==> config.mk <==
export PLATFORM = sky130hd
export DESIGN_NAME = panel_load_sequencer_flat
export DESIGN_NICKNAME = d
export VERILOG_FILES = /design/src/rtl/panel_load_sequencer_if.sv /design/src/rtl/panel_load_sequencer.sv /design/src/flat_wrapper.sv
export SDC_FILE = /design/constraint.sdc
export NUM_CORES = 1
export LEC_CHECK = 0
export CELL_PAD_IN_SITES_DETAIL_PLACEMENT = 1
export CELL_PAD_IN_SITES_GLOBAL_PLACEMENT = 2
export CORE_ASPECT_RATIO = 1.4
export CORE_UTILIZATION = 30
export CTS_CLUSTER_SIZE = 14
export DETAILED_ROUTE_END_ITERATION = 10
export GPL_TIMING_DRIVEN = 0
export PLACE_DENSITY_LB_ADDON = 0.1
export SYNTH_ARGS = -nofsm -noshare
export SYNTH_HDL_FRONTEND = slang
export SYNTH_SLANG_ARGS = --single-unit
==> constraint.sdc <==
create_clock -name clk -period 4.1 [get_ports clk]
set_input_delay 0.41 -clock clk [delete_from_list [all_inputs] [get_ports clk]]
set_output_delay 0.41 -clock clk [all_outputs]
set_load 0.01 [all_outputs]
==> src/rtl/panel_load_sequencer_if.sv <==
// Word stream from the memory-image source into the panel load sequencer.
// Each transfer carries one (address, data) pair; word_last marks the final word.
interface panel_load_sequencer_if;
    logic        word_valid;
    logic [11:0] word_addr;
    logic [11:0] word_data;
    logic        word_last;
    logic        word_ready;

    // Image source side
    modport master (
        output word_valid, word_addr, word_data, word_last,
        input  word_ready
    );

    // Sequencer side
    modport slave (
        input  word_valid, word_addr, word_data, word_last,
        output word_ready
    );
endinterface

==> src/rtl/panel_load_sequencer.sv <==
// Loads a PDP-8 memory image through the Front_Panel switch/button interface.
// For every word it sets the address, presses load-PC, sets the data and
// presses deposit, each with fixed setup/press/release timing. After the last
// word it loads START_PC and raises the run switch sw[12].
module panel_load_sequencer #(
    parameter int          HOLD_CYCLES   = 10,
    parameter int          SETTLE_CYCLES = 30,
    parameter logic [11:0] START_PC      = 12'o0200
) (
    input  logic                          clk,
    input  logic                          rst,
    input  logic                          start,
    input  logic                          stop,
    panel_load_sequencer_if.slave         word,
    output logic [12:0]                   sw,
    output logic                          load_pc_btn,
    output logic                          deposit_btn,
    output logic                          busy,
    output logic                          running,
    output logic [12:0]                   words_loaded
);

    localparam int MAX_CYC = (HOLD_CYCLES > SETTLE_CYCLES) ? HOLD_CYCLES : SETTLE_CYCLES;
    localparam int TW      = $clog2(MAX_CYC + 1);
    localparam logic [TW-1:0] HOLD_LOAD   = TW'(HOLD_CYCLES - 1);
    localparam logic [TW-1:0] SETTLE_LOAD = TW'(SETTLE_CYCLES - 1);
    localparam logic [12:0]   WORDS_MAX   = 13'd4096;

    typedef enum logic [3:0] {
        IDLE, WAIT_WORD,
        LPC_SETUP, LPC_PRESS, LPC_RELEASE, SETTLE,
        DEP_SETUP, DEP_PRESS, DEP_RELEASE,
        FPC_SETUP, FPC_PRESS, FPC_RELEASE,
        RUNNING
    } state_t;

    state_t      state, state_next;
    logic [TW-1:0] timer, timer_next;
    logic [11:0] cap_data, cap_data_next;
    logic        cap_last, cap_last_next;
    logic [11:0] sw_lo_next;
    logic        run_next;
    logic [12:0] words_next;
    logic        timer_done;

    assign word.word_ready = (state == WAIT_WORD);
    assign timer_done      = (timer == '0);

    // Next-state, timer, capture and registered-output decode.
    always_comb begin
        // NOTE: every signal gets a default before the case so no path leaves it unassigned (no latches).
        state_next    = state;
        timer_next    = timer_done ? timer : timer - 1'b1;
        cap_data_next = cap_data;
        cap_last_next = cap_last;
        sw_lo_next    = sw[11:0];
        run_next      = sw[12];
        words_next    = words_loaded;

        unique case (state)
            IDLE: if (start) begin
                state_next = WAIT_WORD;
                words_next = '0;
                run_next   = 1'b0;
            end
            WAIT_WORD: if (word.word_valid) begin
                state_next    = LPC_SETUP;
                timer_next    = HOLD_LOAD;
                sw_lo_next    = word.word_addr;
                cap_data_next = word.word_data;
                cap_last_next = word.word_last;
            end
            LPC_SETUP: if (timer_done) begin
                state_next = LPC_PRESS;
                timer_next = HOLD_LOAD;
            end
            LPC_PRESS: if (timer_done) begin
                state_next = LPC_RELEASE;
                timer_next = HOLD_LOAD;
            end
            LPC_RELEASE: if (timer_done) begin
                state_next = SETTLE;
                timer_next = SETTLE_LOAD;
            end
            SETTLE: if (timer_done) begin
                state_next = DEP_SETUP;
                timer_next = HOLD_LOAD;
                sw_lo_next = cap_data;
            end
            DEP_SETUP: if (timer_done) begin
                state_next = DEP_PRESS;
                timer_next = HOLD_LOAD;
            end
            DEP_PRESS: if (timer_done) begin
                state_next = DEP_RELEASE;
                timer_next = HOLD_LOAD;
            end
            DEP_RELEASE: if (timer_done) begin
                if (words_loaded != WORDS_MAX)
                    words_next = words_loaded + 13'd1;
                if (cap_last) begin
                    state_next = FPC_SETUP;
                    timer_next = HOLD_LOAD;
                    sw_lo_next = START_PC;
                end else begin
                    state_next = WAIT_WORD;
                end
            end
            FPC_SETUP: if (timer_done) begin
                state_next = FPC_PRESS;
                timer_next = HOLD_LOAD;
            end
            FPC_PRESS: if (timer_done) begin
                state_next = FPC_RELEASE;
                timer_next = HOLD_LOAD;
            end
            FPC_RELEASE: if (timer_done) begin
                state_next = RUNNING;
                run_next   = 1'b1;
            end
            RUNNING: ;
            default: state_next = IDLE;
        endcase

        // stop wins over everything: drop the word in flight, keep switches and count.
        if (stop) begin
            state_next = IDLE;
            timer_next = '0;
            run_next   = 1'b0;
            sw_lo_next = sw[11:0];
            words_next = words_loaded;
        end
    end

    // State, timer, capture and registered outputs.
    always_ff @(posedge clk or posedge rst) begin
        if (rst) begin
            state        <= IDLE;
            timer        <= '0;
            cap_data     <= '0;
            cap_last     <= 1'b0;
            sw           <= '0;
            load_pc_btn  <= 1'b0;
            deposit_btn  <= 1'b0;
            busy         <= 1'b0;
            running      <= 1'b0;
            words_loaded <= '0;
        end else begin
            // NOTE: sequential state uses non-blocking assignments so all registers update from pre-edge values.
            state        <= state_next;
            timer        <= timer_next;
            cap_data     <= cap_data_next;
            cap_last     <= cap_last_next;
            sw           <= {run_next, sw_lo_next};
            load_pc_btn  <= (state_next == LPC_PRESS) || (state_next == FPC_PRESS);
            deposit_btn  <= (state_next == DEP_PRESS);
            busy         <= (state_next != IDLE) && (state_next != RUNNING);
            running      <= (state_next == RUNNING);
            words_loaded <= words_next;
        end
    end

endmodule

==> src/flat_wrapper.sv <==
// flat-port wrapper written by rule: the top's interface ports become plain ports
module panel_load_sequencer_flat 
#(
    parameter int          HOLD_CYCLES   = 10,
    parameter int          SETTLE_CYCLES = 30,
    parameter logic [11:0] START_PC      = 12'o0200
)
  (clk, rst, start, stop, sw, load_pc_btn, deposit_btn, busy, running, words_loaded, word_word_valid, word_word_addr, word_word_data, word_word_last, word_word_ready);
  panel_load_sequencer_if word_i ();
  input  logic clk;
  input  logic rst;
  input  logic start;
  input  logic stop;
  output logic [12:0] sw;
  output logic load_pc_btn;
  output logic deposit_btn;
  output logic busy;
  output logic running;
  output logic [12:0] words_loaded;
  input wire logic [$bits(word_i.word_valid)-1:0] word_word_valid;
  input wire logic [$bits(word_i.word_addr)-1:0] word_word_addr;
  input wire logic [$bits(word_i.word_data)-1:0] word_word_data;
  input wire logic [$bits(word_i.word_last)-1:0] word_word_last;
  output wire logic [$bits(word_i.word_ready)-1:0] word_word_ready;
  assign word_i.word_valid = word_word_valid;
  assign word_i.word_addr = word_word_addr;
  assign word_i.word_data = word_word_data;
  assign word_i.word_last = word_word_last;
  assign word_word_ready = word_i.word_ready;
  panel_load_sequencer #(.HOLD_CYCLES(HOLD_CYCLES), .SETTLE_CYCLES(SETTLE_CYCLES), .START_PC(START_PC)) u_core (.clk(clk), .rst(rst), .start(start), .stop(stop), .word(word_i), .sw(sw), .load_pc_btn(load_pc_btn), .deposit_btn(deposit_btn), .busy(busy), .running(running), .words_loaded(words_loaded));
endmodule
Word level (Yosys, flattened, before mapping)
Index checks and enable logic that the tools add are counted.

Register bits: 52. Input bits: 30. Output and inout port bits: 31. Word-level logic and storage cells: 89.

Add/sub/neg operators: 2. Eq/ne operators: 26. Muxes and demuxes: 36. Bitwise operators: 1. Reductions and logical operators: 13.

Operator list (count): $mux 4 (14); $pmux 4 s13 (1); $mux 12 (4); $mux 13 (3); $pmux 12 s3 (1); $mux 5 (7); $eq 4x4->1 const B (7); $pmux 13 s2 (1); $eq 4x3->1 const B (5); $pmux 5 s4 (1); $add 13x1->13 const B (1); $ne 13x13->1 const B (1); $eq 4x2->1 const B (3); $ne 2x1->1 const B (4); $reduce_or 7->1 (1); $reduce_and 6->1 (1); $reduce_bool 3->1 (2); $logic_not 5->1 (1); $reduce_and 5->1 (1); $sub 5x1->5 const B (1); $eq 4x1->1 const B (1); $logic_not 4->1 (1); $ne 2x2->1 const B (2); $ne 4x4->1 const B (1); other kinds (11) (13).

Logic depth before layout (Yosys ltp)
Depth in word-level cells: 6. Gate-level depth with buffers: 9. Gate-level depth less buffers: 8.

Worst setup path before layout
Ideal clock, no wire load.

Kind: register -> register. From: register u_core.state[1]. To: register u_core.sw[0]. Setup time: 0.125 ns. Arrival time: 1.953 ns. Data required time: 3.975 ns. Slack: 2.022 ns. Cell stages (with the launch flop): 8. Buffers on the path: 2. Clock period less this slack: 2.078 ns. Cells stage by stage: dfrtp_1 -> buf_2 -> or4bb_1 -> a21oi_1 -> nor2_1 -> nor3_4 -> buf_6 -> mux2_2.

Cells in the longest elaborated chain, start to end: 3. Elaborated cells between the ends (all ways): 10. Those cells by class: eq/ne: 7; mux: 1; reduce/logical: 2.

Ends and longest elaborated chain: from (decl) (RTL line panel_load_sequencer.sv:37) `state_t state, state_next;`; from (signal assigned) (RTL line panel_load_sequencer.sv:150) `state <= state_next;`; $eq 4x4->1 (tied with other cells) (RTL line panel_load_sequencer.sv:60) `unique case (state)`; $ne 2x1->1 (no source line) (tied with other cells); $reduce_and 6->1 (no source line); to (signal assigned) (RTL line panel_load_sequencer.sv:154) `sw <= {run_next, sw_lo_next};`; to (decl) (RTL line panel_load_sequencer.sv:15) `output logic [12:0] sw,`.

Several ways; a longest one is shown, not always the timed one. A chain may end at the register's enable or synchronous reset.

Worst setup path in the final report
From: register u_core.state[1]. To: register u_core.words_loaded[5].

Cells in the longest elaborated chain, start to end: 3. Elaborated cells between the ends (all ways): 8. Those cells by class: eq/ne: 4; mux: 1; reduce/logical: 3.

Ends and longest elaborated chain: $eq 4x4->1 or $logic_not 4->1 (tied branches) (RTL line panel_load_sequencer.sv:60); $ne 2x1->1 (no source line) (tied with other cells); $reduce_and 5->1 (no source line); to (signal assigned) (RTL line panel_load_sequencer.sv:159) `words_loaded <= words_next;`; to (decl) (RTL line panel_load_sequencer.sv:20) `output logic [12:0] words_loaded`.

Several ways; a longest one is shown, not always the timed one.

==> flow_metrics.py <==
metrics = {
    "cts": {
        "post-cts-setup-buffers": 0,
        "root_buffer": "clkbuf_16",
        "cts.path.max_buffers": 2,
        "holdBufCountCts": 0,
        "cts_buffers": 5,
        "tritoncts": "done",
        "clock_latency_ps": 300,
        "cts_num_sinks": 52,
        "path_clk_slew_ps": 70,
        "htree_levels": 2,
        "cts_resized": 0,
    },
    "floorplanning": {
        "start_util_pct": 31.3,
        "rows": 41,
        "core_sq_mm": 0.00913,
        "die_w_um": 84.4,
        "io_pins": 61,
        "chipHeight_um": 117,
        "die-area_sq_mm": 0.00991,
    },
    "synthesis": {
        "ys_warn_count": 0,
        "synth_commonest_cells": "dfrtp_1 (52), mux2_2 (26), o21ai_0 (22)",
        "async_flop_share_pct": 100,
        "syn_area_sq_mm": 0.00285,
        "synth_top_family_by_area": "compound AO/OA/AOI/OAI gates",
        "synth.distinct_cells": 51,
        "synth_compound_area_share_pct": 18.1,
        "synth_most_common_cell": "dfrtp_1",
        "synth-simple-area-share_pct": 17.7,
        "ys_ff_latch": 52,
        "yosysSeqAreaShare_pct": 45.6,
        "synth-xor-area-share_pct": 1.23,
        "avgSynthCellArea_sq_um": 10.2,
        "synth.top_cell.area_share_pct": 45.6,
        "synth_edf_count": 0,
        "ys_top_cells_by_area": "dfrtp_1 (46%), mux2_2 (10%), o21ai_0 (3.9%), a22o_1 (3.7%), nor2_1 (2.4%)",
        "synth_flop_cell": "dfrtp_1",
        "synthCells": 281,
        "syn_nets": 315,
        "synth_largest_area_cell": "dfrtp_1",
        "synthAdderAreaFrac_pct": 1.75,
        "synth_mux_area_share_pct": 11.0,
    },
    "timing": {
        "max_slew.worst_pin.slew_ps": 931,
        "finalWorstSetupSlack_ps": 1400,
        "slew_headroom_pct": 37.8,
        "finalHoldViolations": 0,
        "slew_viol_final": 0,
        "fmax_ghz": 0.370,
        "period_share_pct": 65.9,
        "setup_viol": 0,
        "timing.setup.tns_ps": 0,
        "whs_ps": 425,
        "rsz0062_at_grt": "no",
        "fin_skew_ps": 7.28,
        "finalCriticalPeriod_ps": 2700,
    },
    "final_layout": {
        "post-route-util_pct": 41.1,
        "n_fill_cell": 1041,
        "register_area_sq_mm": 0.00130,
        "fin_nets": 383,
        "area_growth_pct": 31.6,
        "drive_above_1_share_pct": 15.1,
        "diodes": 0,
        "multiInputGateArea_sq_mm": 0.00142,
        "final_cell_area_sq_mm": 0.00375,
        "final_cells": 457,
    },
    "placed_design": {
        "dpl_worst_slack_ps": 1360,
        "hpwl_um": 5890,
        "portBuffers": 60,
        "place_inst": 449,
        "place.gp.congestion": 0.732,
        "placed_area_sq_mm": 0.00361,
    },
    "worst_setup_path": {
        "cp.arrival_ps": 2900,
        "critPathLaunchType": "register",
        "critPathKind": "register to register",
        "crit_fanout": 10,
        "critPathRequiredTime_ps": 4290,
        "endpoint_kind": "register",
    },
    "route": {
        "wl_per_cell_um": 17.7,
        "antenna_left": 0,
        "drtIter0Drc": 54,
        "wl_um": 8100,
        "vias_per_cell": 5.30,
        "firstDrtPassIters": 7,
        "via_count": 2420,
        "drc": 3,
    },
    "global_routing": {
        "track_usage_pct": 17.6,
        "grt_max_degree": 35,
        "grt_pass1_wl_um": 13700,
        "antenna_found_initial": 0,
        "grt_pass1_vias": 2538,
        "gr-total-overflow": 0,
    },
    "pwr": {
        "finalPower_mw": 2.01,
        "p_leak_nw": 1.53,
        "power.density_mw_per_mm2": 536,
        "ir_worst_vdd_mv": 0.241,
    },
    "min_path": {
        "hp-class": "primary input to asynchronous set/reset pin",
    },
    "flow_run": {
        "cap_viol_max_count": 0,
    },
    "status": {
        "status": "finished, violations left",
        "violations": "design-rule violations",
    },
}
## layout make-up
cell class | instances | area share, %
multi-input cells | 198 | 37.8
plain buffers | 20 | 2.43
repair buffers | 61 | 16.5
clock inverters | 3 | 0.566
clock buffers | 5 | 3.33
well taps | 107 | 3.57
flip-flops and latches | 52 | 34.7
inverters | 11 | 1.10
## final timing paths
kind | slack [ps] | endpoint | cells after the start | from
max reg2reg | 1400 | u_core.words_loaded[5] | 7 | u_core.state[1]
max | 1400 | u_core.words_loaded[5] | 7 | u_core.state[1]
min in group clk | 510 | u_core.cap_data[4] | 1 | u_core.cap_data[4]
min | 420 | u_core.words_loaded[1] | 2 | rst
min reg2reg | 510 | u_core.cap_data[4] | 1 | u_core.cap_data[4]
max in group asynchronous | 3140 | u_core.timer[0] | 3 | rst
## registers in the layout, indices dropped and copies added, names as in the netlist
| signal | count |
|---|---|
| u_core.running | 1 |
| u_core.cap_data | 12 |
| u_core.sw | 13 |
| u_core.words_loaded | 13 |
| u_core.cap_last | 1 |
| u_core.state | 4 |
| u_core.timer | 5 |
| u_core.busy | 1 |
| u_core.deposit_btn | 1 |
| u_core.load_pc_btn | 1 |
## worst max-delay path: stages (launching register included)
cell and delay, ps:
dfrtp_1 360, buf_2 170, nor4b_2 840, nand4_1 260
nand3_1 300, clkbuf_1 400, o21ai_0 190, o41ai_2 70
## layout by cell type, fill, tap and decap left out, drive strengths merged, types with 5 or more instances in the layout
cell,count
buf,11
clkbuf,15
a21oi,8
inv,12
mux2,26
and2,6
nor2,18
nand2,15
nand2b,5
nor3,13
o31ai,6
a22o,12
nand3,8
o21ai,22
clkdlybuf4s50,60
dfrtp,52
## report_power, final
| part | switching (mW) | internal (mW) |
|---|---|---|
| registers | 0.0944 | 0.668 |
| clock network | 0.203 | 0.228 |
| logic | 0.400 | 0.418 |
| total | 0.696 | 1.31 |
## routing by layer
layer	up-vias	track usage (%)	share of wire, %
met5	-	0	0
met4	0	5.40	1.4
met1	1220	22.6	45
li1	1157	-	-
met2	37	29.8	50
met3	6	3.10	3.2
## cells by family (layout without fill, tap and decap cells)
| logic type | Yosys count | count (layout) |
|---|---|---|
| AO/OA/AOI/OAI | 74 | 74 |
| multiplexers | 28 | 28 |
| XOR/XNOR | 4 | 4 |
| AND/OR/NAND/NOR | 88 | 88 |
| flip-flops | 52 | 52 |
| buffers and inverters | 31 | 100 |
| adder cells (fa/ha/maj) | 4 | 4 |
(Power assumes the default switching activity.)
